`src/rtl/hazard_scoreboard_if.sv`:
```
// Decode-side hazard bus: decode (master) presents the instruction, scoreboard (slave) answers
// with stall and per-operand forwarding selects.
interface hazard_scoreboard_if #(
  parameter int REG_AW     = 3,
  parameter int FWD_STAGES = 2
);
  localparam int FSW = $clog2(FWD_STAGES + 1);

  logic              issue_valid;
  logic [REG_AW-1:0] src1;
  logic [REG_AW-1:0] src2;
  logic              src1_used;
  logic              src2_used;
  logic [REG_AW-1:0] dst;
  logic              dst_wr;
  logic              is_load;
  logic              hold;
  logic              flush;
  logic              stall;
  logic [FSW-1:0]    fwd1_sel;
  logic [FSW-1:0]    fwd2_sel;

  modport master (
    output issue_valid, src1, src2, src1_used, src2_used, dst, dst_wr, is_load, hold, flush,
    input  stall, fwd1_sel, fwd2_sel
  );

  modport slave (
    input  issue_valid, src1, src2, src1_used, src2_used, dst, dst_wr, is_load, hold, flush,
    output stall, fwd1_sel, fwd2_sel
  );
endinterface

```
`src/rtl/hazard_scoreboard.sv`:
```
// Data-hazard scoreboard beside decode: forwarding-tap selection and load-use stall.
// Optional stall/forward statistics counters enabled by defining HAZARD_STATS_EN.
module hazard_scoreboard #(
  parameter int REG_AW     = 3,
  parameter int FWD_STAGES = 2,
  parameter int LOAD_LAT   = 2,
  localparam int FSW       = $clog2(FWD_STAGES + 1)
) (
  input  logic               clk,
  input  logic               rst_n,
  hazard_scoreboard_if.slave bus
`ifdef HAZARD_STATS_EN
  ,
  output logic [15:0]        stall_cnt,
  output logic [15:0]        fwd_cnt
`endif
);

  logic [FWD_STAGES-1:0] entValid_q, entValid_d;
  logic [FWD_STAGES-1:0] entLoad_q, entLoad_d;
  logic [REG_AW-1:0]     entDst_q [FWD_STAGES];
  logic [REG_AW-1:0]     entDst_d [FWD_STAGES];
  logic [FWD_STAGES-1:0] entReady;

  logic [FSW-1:0] fwd1Sel, fwd2Sel;
  logic           pend1, pend2;
  logic           stall;

  // A load result becomes forwardable only once it has reached tap LOAD_LAT-1.
  always_comb begin
    entReady = '0;
    for (int k = 0; k < FWD_STAGES; k++) begin
      entReady[k] = entValid_q[k] & (!entLoad_q[k] | (k >= LOAD_LAT - 1));
    end
  end

  // Scan oldest to youngest so the youngest match overwrites the selection.
  always_comb begin
    fwd1Sel = '0;
    fwd2Sel = '0;
    pend1   = 1'b0;
    pend2   = 1'b0;
    for (int k = FWD_STAGES - 1; k >= 0; k--) begin
      if (bus.issue_valid && bus.src1_used && entValid_q[k] && (entDst_q[k] == bus.src1)) begin
        fwd1Sel = entReady[k] ? FSW'(k + 1) : '0;
        pend1   = !entReady[k];
      end
      if (bus.issue_valid && bus.src2_used && entValid_q[k] && (entDst_q[k] == bus.src2)) begin
        fwd2Sel = entReady[k] ? FSW'(k + 1) : '0;
        pend2   = !entReady[k];
      end
    end
  end

  assign stall        = bus.issue_valid & (pend1 | pend2) & !bus.flush;
  assign bus.stall    = stall;
  assign bus.fwd1_sel = fwd1Sel;
  assign bus.fwd2_sel = fwd2Sel;

  // Shift the in-flight window; a flush also kills the copy of old entry 0 landing in entry 1.
  always_comb begin
    entValid_d = entValid_q;
    entLoad_d  = entLoad_q;
    entDst_d   = entDst_q;
    if (!bus.hold) begin
      for (int k = FWD_STAGES - 1; k >= 1; k--) begin
        entValid_d[k] = entValid_q[k-1] & !(bus.flush && (k == 1));
        entLoad_d[k]  = entLoad_q[k-1];
        entDst_d[k]   = entDst_q[k-1];
      end
      entValid_d[0] = bus.issue_valid & bus.dst_wr & !stall & !bus.flush;
      entLoad_d[0]  = bus.is_load;
      entDst_d[0]   = bus.dst;
    end
  end

  always_ff @(posedge clk or negedge rst_n) begin
    if (!rst_n) begin
      entValid_q <= '0;
      entLoad_q  <= '0;
      for (int k = 0; k < FWD_STAGES; k++) begin
        entDst_q[k] <= '0;
      end
    end else begin
      entValid_q <= entValid_d;
      entLoad_q  <= entLoad_d;
      for (int k = 0; k < FWD_STAGES; k++) begin
        entDst_q[k] <= entDst_d[k];
      end
    end
  end

`ifdef HAZARD_STATS_EN
  logic [15:0] stallCnt_q, stallCnt_d;
  logic [15:0] fwdCnt_q, fwdCnt_d;

  // Saturating event counters; frozen cycles are not counted.
  always_comb begin
    stallCnt_d = stallCnt_q;
    fwdCnt_d   = fwdCnt_q;
    if (!bus.hold) begin
      if (stall && (stallCnt_q != 16'hFFFF)) begin
        stallCnt_d = stallCnt_q + 16'd1;
      end
      if (((fwd1Sel != '0) || (fwd2Sel != '0)) && (fwdCnt_q != 16'hFFFF)) begin
        fwdCnt_d = fwdCnt_q + 16'd1;
      end
    end
  end

  always_ff @(posedge clk or negedge rst_n) begin
    if (!rst_n) begin
      stallCnt_q <= '0;
      fwdCnt_q   <= '0;
    end else begin
      stallCnt_q <= stallCnt_d;
      fwdCnt_q   <= fwdCnt_d;
    end
  end

  assign stall_cnt = stallCnt_q;
  assign fwd_cnt   = fwdCnt_q;
`endif

endmodule
```
`src/flat_wrapper.sv`:
```
// flat-port wrapper written by rule: the top's interface ports become plain ports
module hazard_scoreboard_flat 
#(
  parameter int REG_AW     = 3,
  parameter int FWD_STAGES = 2,
  parameter int LOAD_LAT   = 2,
  localparam int FSW       = $clog2(FWD_STAGES + 1)
)
  (clk, rst_n, bus_issue_valid, bus_src1, bus_src2, bus_src1_used, bus_src2_used, bus_dst, bus_dst_wr, bus_is_load, bus_hold, bus_flush, bus_stall, bus_fwd1_sel, bus_fwd2_sel);
  hazard_scoreboard_if #(.REG_AW(REG_AW), .FWD_STAGES(FWD_STAGES)) bus_i ();
  input  logic clk;
  input  logic rst_n;
  input wire logic [$bits(bus_i.issue_valid)-1:0] bus_issue_valid;
  input wire logic [$bits(bus_i.src1)-1:0] bus_src1;
  input wire logic [$bits(bus_i.src2)-1:0] bus_src2;
  input wire logic [$bits(bus_i.src1_used)-1:0] bus_src1_used;
  input wire logic [$bits(bus_i.src2_used)-1:0] bus_src2_used;
  input wire logic [$bits(bus_i.dst)-1:0] bus_dst;
  input wire logic [$bits(bus_i.dst_wr)-1:0] bus_dst_wr;
  input wire logic [$bits(bus_i.is_load)-1:0] bus_is_load;
  input wire logic [$bits(bus_i.hold)-1:0] bus_hold;
  input wire logic [$bits(bus_i.flush)-1:0] bus_flush;
  output wire logic [$bits(bus_i.stall)-1:0] bus_stall;
  output wire logic [$bits(bus_i.fwd1_sel)-1:0] bus_fwd1_sel;
  output wire logic [$bits(bus_i.fwd2_sel)-1:0] bus_fwd2_sel;
  assign bus_i.issue_valid = bus_issue_valid;
  assign bus_i.src1 = bus_src1;
  assign bus_i.src2 = bus_src2;
  assign bus_i.src1_used = bus_src1_used;
  assign bus_i.src2_used = bus_src2_used;
  assign bus_i.dst = bus_dst;
  assign bus_i.dst_wr = bus_dst_wr;
  assign bus_i.is_load = bus_is_load;
  assign bus_i.hold = bus_hold;
  assign bus_i.flush = bus_flush;
  assign bus_stall = bus_i.stall;
  assign bus_fwd1_sel = bus_i.fwd1_sel;
  assign bus_fwd2_sel = bus_i.fwd2_sel;
  hazard_scoreboard #(.REG_AW(REG_AW), .FWD_STAGES(FWD_STAGES), .LOAD_LAT(LOAD_LAT)) u_core (.clk(clk), .rst_n(rst_n), .bus(bus_i));
endmodule
```
`config.mk`:
```
export PLATFORM = sky130hd
export DESIGN_NAME = hazard_scoreboard_flat
export DESIGN_NICKNAME = d
export VERILOG_FILES = /design/src/rtl/hazard_scoreboard_if.sv /design/src/rtl/hazard_scoreboard.sv /design/src/flat_wrapper.sv
export SDC_FILE = /design/constraint.sdc
export NUM_CORES = 1
export LEC_CHECK = 0
export BUFFER_PORTS_ARGS = -buffer_cell sky130_fd_sc_hd__buf_2
export CORE_MARGIN = 2
export CORE_UTILIZATION = 30
export CTS_CLUSTER_DIAMETER = 200
export DETAILED_ROUTE_END_ITERATION = 7
export MAX_ROUTING_LAYER = met4
export PLACE_DENSITY = 0.57
export SLEW_MARGIN = 25
export SYNTH_ARGS = -nofsm -noshare
export SYNTH_HDL_FRONTEND = slang
export SYNTH_SLANG_ARGS = --single-unit
```
`constraint.sdc`:
```
create_clock -name clk -period 2.2 [get_ports clk]
set_input_delay 0.44 -clock clk [delete_from_list [all_inputs] [get_ports clk]]
set_output_delay 0.44 -clock clk [all_outputs]
set_load 0.02 [all_outputs]
```
==> flow_metrics.env <==
export IMPL_outcome="finished clean"
export IMPL_final_critical_path_setup_slack_ps=234
export IMPL_worst_setup_hold_path_clk_slew_ps=60
export IMPL_wl_per_cell_um=12.1
export IMPL_placement_rows=15
export IMPL_cts_path_max_buffers=2
export IMPL_pre_cts_slack_ps=348
export IMPL_cts_buffers=3
export IMPL_timing_critical_path_to_type="output pin"
export IMPL_layout_common_cells="sky130_fd_sc_hd__buf_2 (22), sky130_fd_sc_hd__dfrtp_1 (9), sky130_fd_sc_hd__xnor2_1 (8), sky130_fd_sc_hd__mux2_2 (7)"
export IMPL_highest_layer="met4"
export IMPL_yosys_mux_area_fraction=0.139
export IMPL_netlist_instances=51
export IMPL_grt_overflow_total=0
export IMPL_via_count_of_the_first_global_routing_pass=470
export IMPL_design_core_area_um2=1750
export IMPL_detail_route_wirelength_um=1220
export IMPL_timing_reg2reg_worst_path_depth=3
export IMPL_report_power_total_w=0.000418
export IMPL_fmaxAchievable_mhz=509
export IMPL_max_cap_violations=0
export IMPL_worstHoldPathType="input pin to async pin"
export IMPL_skew_ps=2.46
export IMPL_detail_route_drc_violations=0
export IMPL_timing_critical_path_max_delay_family="simple AND/OR/NAND/NOR gates"
export IMPL_synth_fa_ha_area_frac=0
export IMPL_pwr_density_cell_nw_per_um2=573
export IMPL_wl_met2_um=597
export IMPL_ctsRootBufferMaster="sky130_fd_sc_hd__clkbuf_4"
export IMPL_wl_met1_um=551
export IMPL_worst_setup_path_type="flop to output pin"
export IMPL_area_growth_syn_to_layout_pct=28.7
export IMPL_worst_path_largest_cell_delay_ps=410
export IMPL_die_width_um=47.5
export IMPL_worst_skew_pair_late_latency_ps=250
export IMPL_post_synth_xor_area_fraction=0.185
export IMPL_num_nets_final=95
export IMPL_ctsHtreeMaxLevel=1
export IMPL_total_leakage_power_nw=0.325
export IMPL_rsz0062_at_grt="no"
export IMPL_period_minus_slack_ps=1970
export IMPL_antennaDiodeCount=0
export IMPL_worstPathArrival_ps=1530
export IMPL_syn_area_um2=567
export IMPL_synth_seq_area_share=0.397
export IMPL_die_area_um2=2250
export IMPL_report_final_hold_viol_count=0
export IMPL_finalWeightedCongestion=0.776
export IMPL_crit_path_cell_trace="and3_1 -> and4_4 -> nor4_1 -> buf_2"
export IMPL_post_place_cells=97
export IMPL_placement_io_buffers=22
export IMPL_post_layout_nonfiller_instances=101
export IMPL_synth_area_per_cell_um2=11.1
export IMPL_final_max_slew_violation_count=0
export IMPL_required_ps=1760
export IMPL_fp_dieH_um=47.5
export IMPL_synth_seq_cells=9
export IMPL_vias=476
export IMPL_hold_buffers=0
export IMPL_route_detailed_vias_per_inst=4.71
export IMPL_detailedRoute_firstPassIterationCount=4
export IMPL_number_of_antenna_violations_at_the_first_check_in_global_routing=0
export IMPL_setup_viol=0
export IMPL_synthSimpleGateAreaFrac=0.214
export IMPL_critical_path_peak_fanout=5
export IMPL_starting_density_of_the_core=0.325
export IMPL_routed_wl_met3_um=61
export IMPL_grt_use_total=0.142
export IMPL_grt_start_max_net_pins=12
export IMPL_synth_lib_cells_used_distinct=17
export IMPL_cts_sink_cnt=9
export IMPL_part_of_the_cycle_the_worst_path_needs=0.894
export IMPL_synth_compound_area_frac=0.0552
export IMPL_grt_pass1_wl_um=2040
export IMPL_io_pins=23
export IMPL_cts_repair_timing_setup_buffer_count=0
export IMPL_synth_top_family_by_area="simple AND/OR/NAND/NOR gates"
export IMPL_tritoncts="done"
export IMPL_ant_nets=0
export IMPL_mostFrequentLayoutCell="sky130_fd_sc_hd__buf_2"
export IMPL_totalNegativeSetupSlack_ps=0
export IMPL_cts_resized=0
export IMPL_timing_critical_path_buf_inv=1
export IMPL_crit_slowest_cell="sky130_fd_sc_hd__dfrtp_1"
export IMPL_worst_slew_margin_rel=0.835
export IMPL_irDropWorstVdd_mv=0.320
export IMPL_slew_of_the_pin_with_the_lowest_slew_margin_ps=244
export IMPL_synth_warnings=0
export IMPL_start_kind="flop"
export IMPL_synth_net_count=69
export IMPL_initialDrtViolationCount=4
export IMPL_final_layout_size_suffix_gt1_frac=0.461
export IMPL_cp_depth=4
==> power by group <==
| group | internal [W] | switching, W |
|---|---|---|
| Combinational | 0.0000502 | 0.0000396 |
| Sequential | 0.000183 | 0.0000210 |
| Clock | 0.0000697 | 0.0000540 |
==> layer usage <==
metal,GRT usage,up-vias
met2,0.222,14
met4,0.100,0
li1,-,238
met1,0.172,222
met3,0.0113,2
met5,-,-
==> final cells by class <==
class	count	area, µm²
Fill cell	179	1020
Timing Repair Buffer	22	110
Multi-Input combinational cell	41	337
Clock buffer	4	26.3
Sequential cell	9	225
Tap cell	25	31.3
==> Yosys cell counts, drive strengths merged <==
library cell / number / area share
nand2b: 2 / 0.022
o41ai: 1 / 0.029
and3: 2 / 0.022
xor2: 4 / 0.062
nor2: 2 / 0.013
nand2: 1 / 0.0066
nand3b: 2 / 0.026
buf: 1 / 0.0088
nand4: 4 / 0.044
and4: 2 / 0.040
mux2: 7 / 0.14
xnor2: 8 / 0.12
nor4bb: 1 / 0.018
a21oi: 1 / 0.0088
dfrtp: 9 / 0.40
o21ai: 2 / 0.018
nor4: 2 / 0.022
==> kinds of logic after synthesis <==
group	count (synthesis)
xor+xnor	12
flops	9
mux	7
buf+inv	1
simple gates	18
compound gates	4
==> registers in the layout, summed over array words and instances, names as in the netlist <==
register / cells
u_core.entDst_q: 6
u_core.entValid_q: 2
u_core.entLoad_q: 1
==> worst reg2reg max path: stages (launching register included) <==
cell and delay [ps]:
sky130_fd_sc_hd__dfrtp_1 410, sky130_fd_sc_hd__and3_1 210, sky130_fd_sc_hd__and4_4 190, sky130_fd_sc_hd__o41ai_2 300
==> worst paths after layout <==
| path | to | slack (ps) | start |
|---|---|---|---|
| hold / removal | u_core.entDst_q[4] | 20 | rst_n |
| setup / recovery | bus_fwd1_sel[1] | 230 | u_core.entValid_q[0] |
| setup reg to reg | u_core.entValid_q[0] | 990 | u_core.entValid_q[0] |
| hold reg to reg | u_core.entValid_q[1] | 520 | u_core.entValid_q[1] |
| min in group clk | u_core.entDst_q[4] | 410 | bus_dst[1] |
| max in group asynchronous | u_core.entDst_q[0] | 2000 | rst_n |
==> stage by stage <==
stage	util	instance area (µm²)	hold slack, ps
6_report	0.418	729	23.6
3_5_place_dp	0.403	703	303
5_1_grt	0.418	729	28.5
2_1_floorplan	-	567	144
4_1_cts	0.418	729	19.6
3_3_place_gp	0.403	703	300
Note: power is estimated with default switching activity, not from simulation.
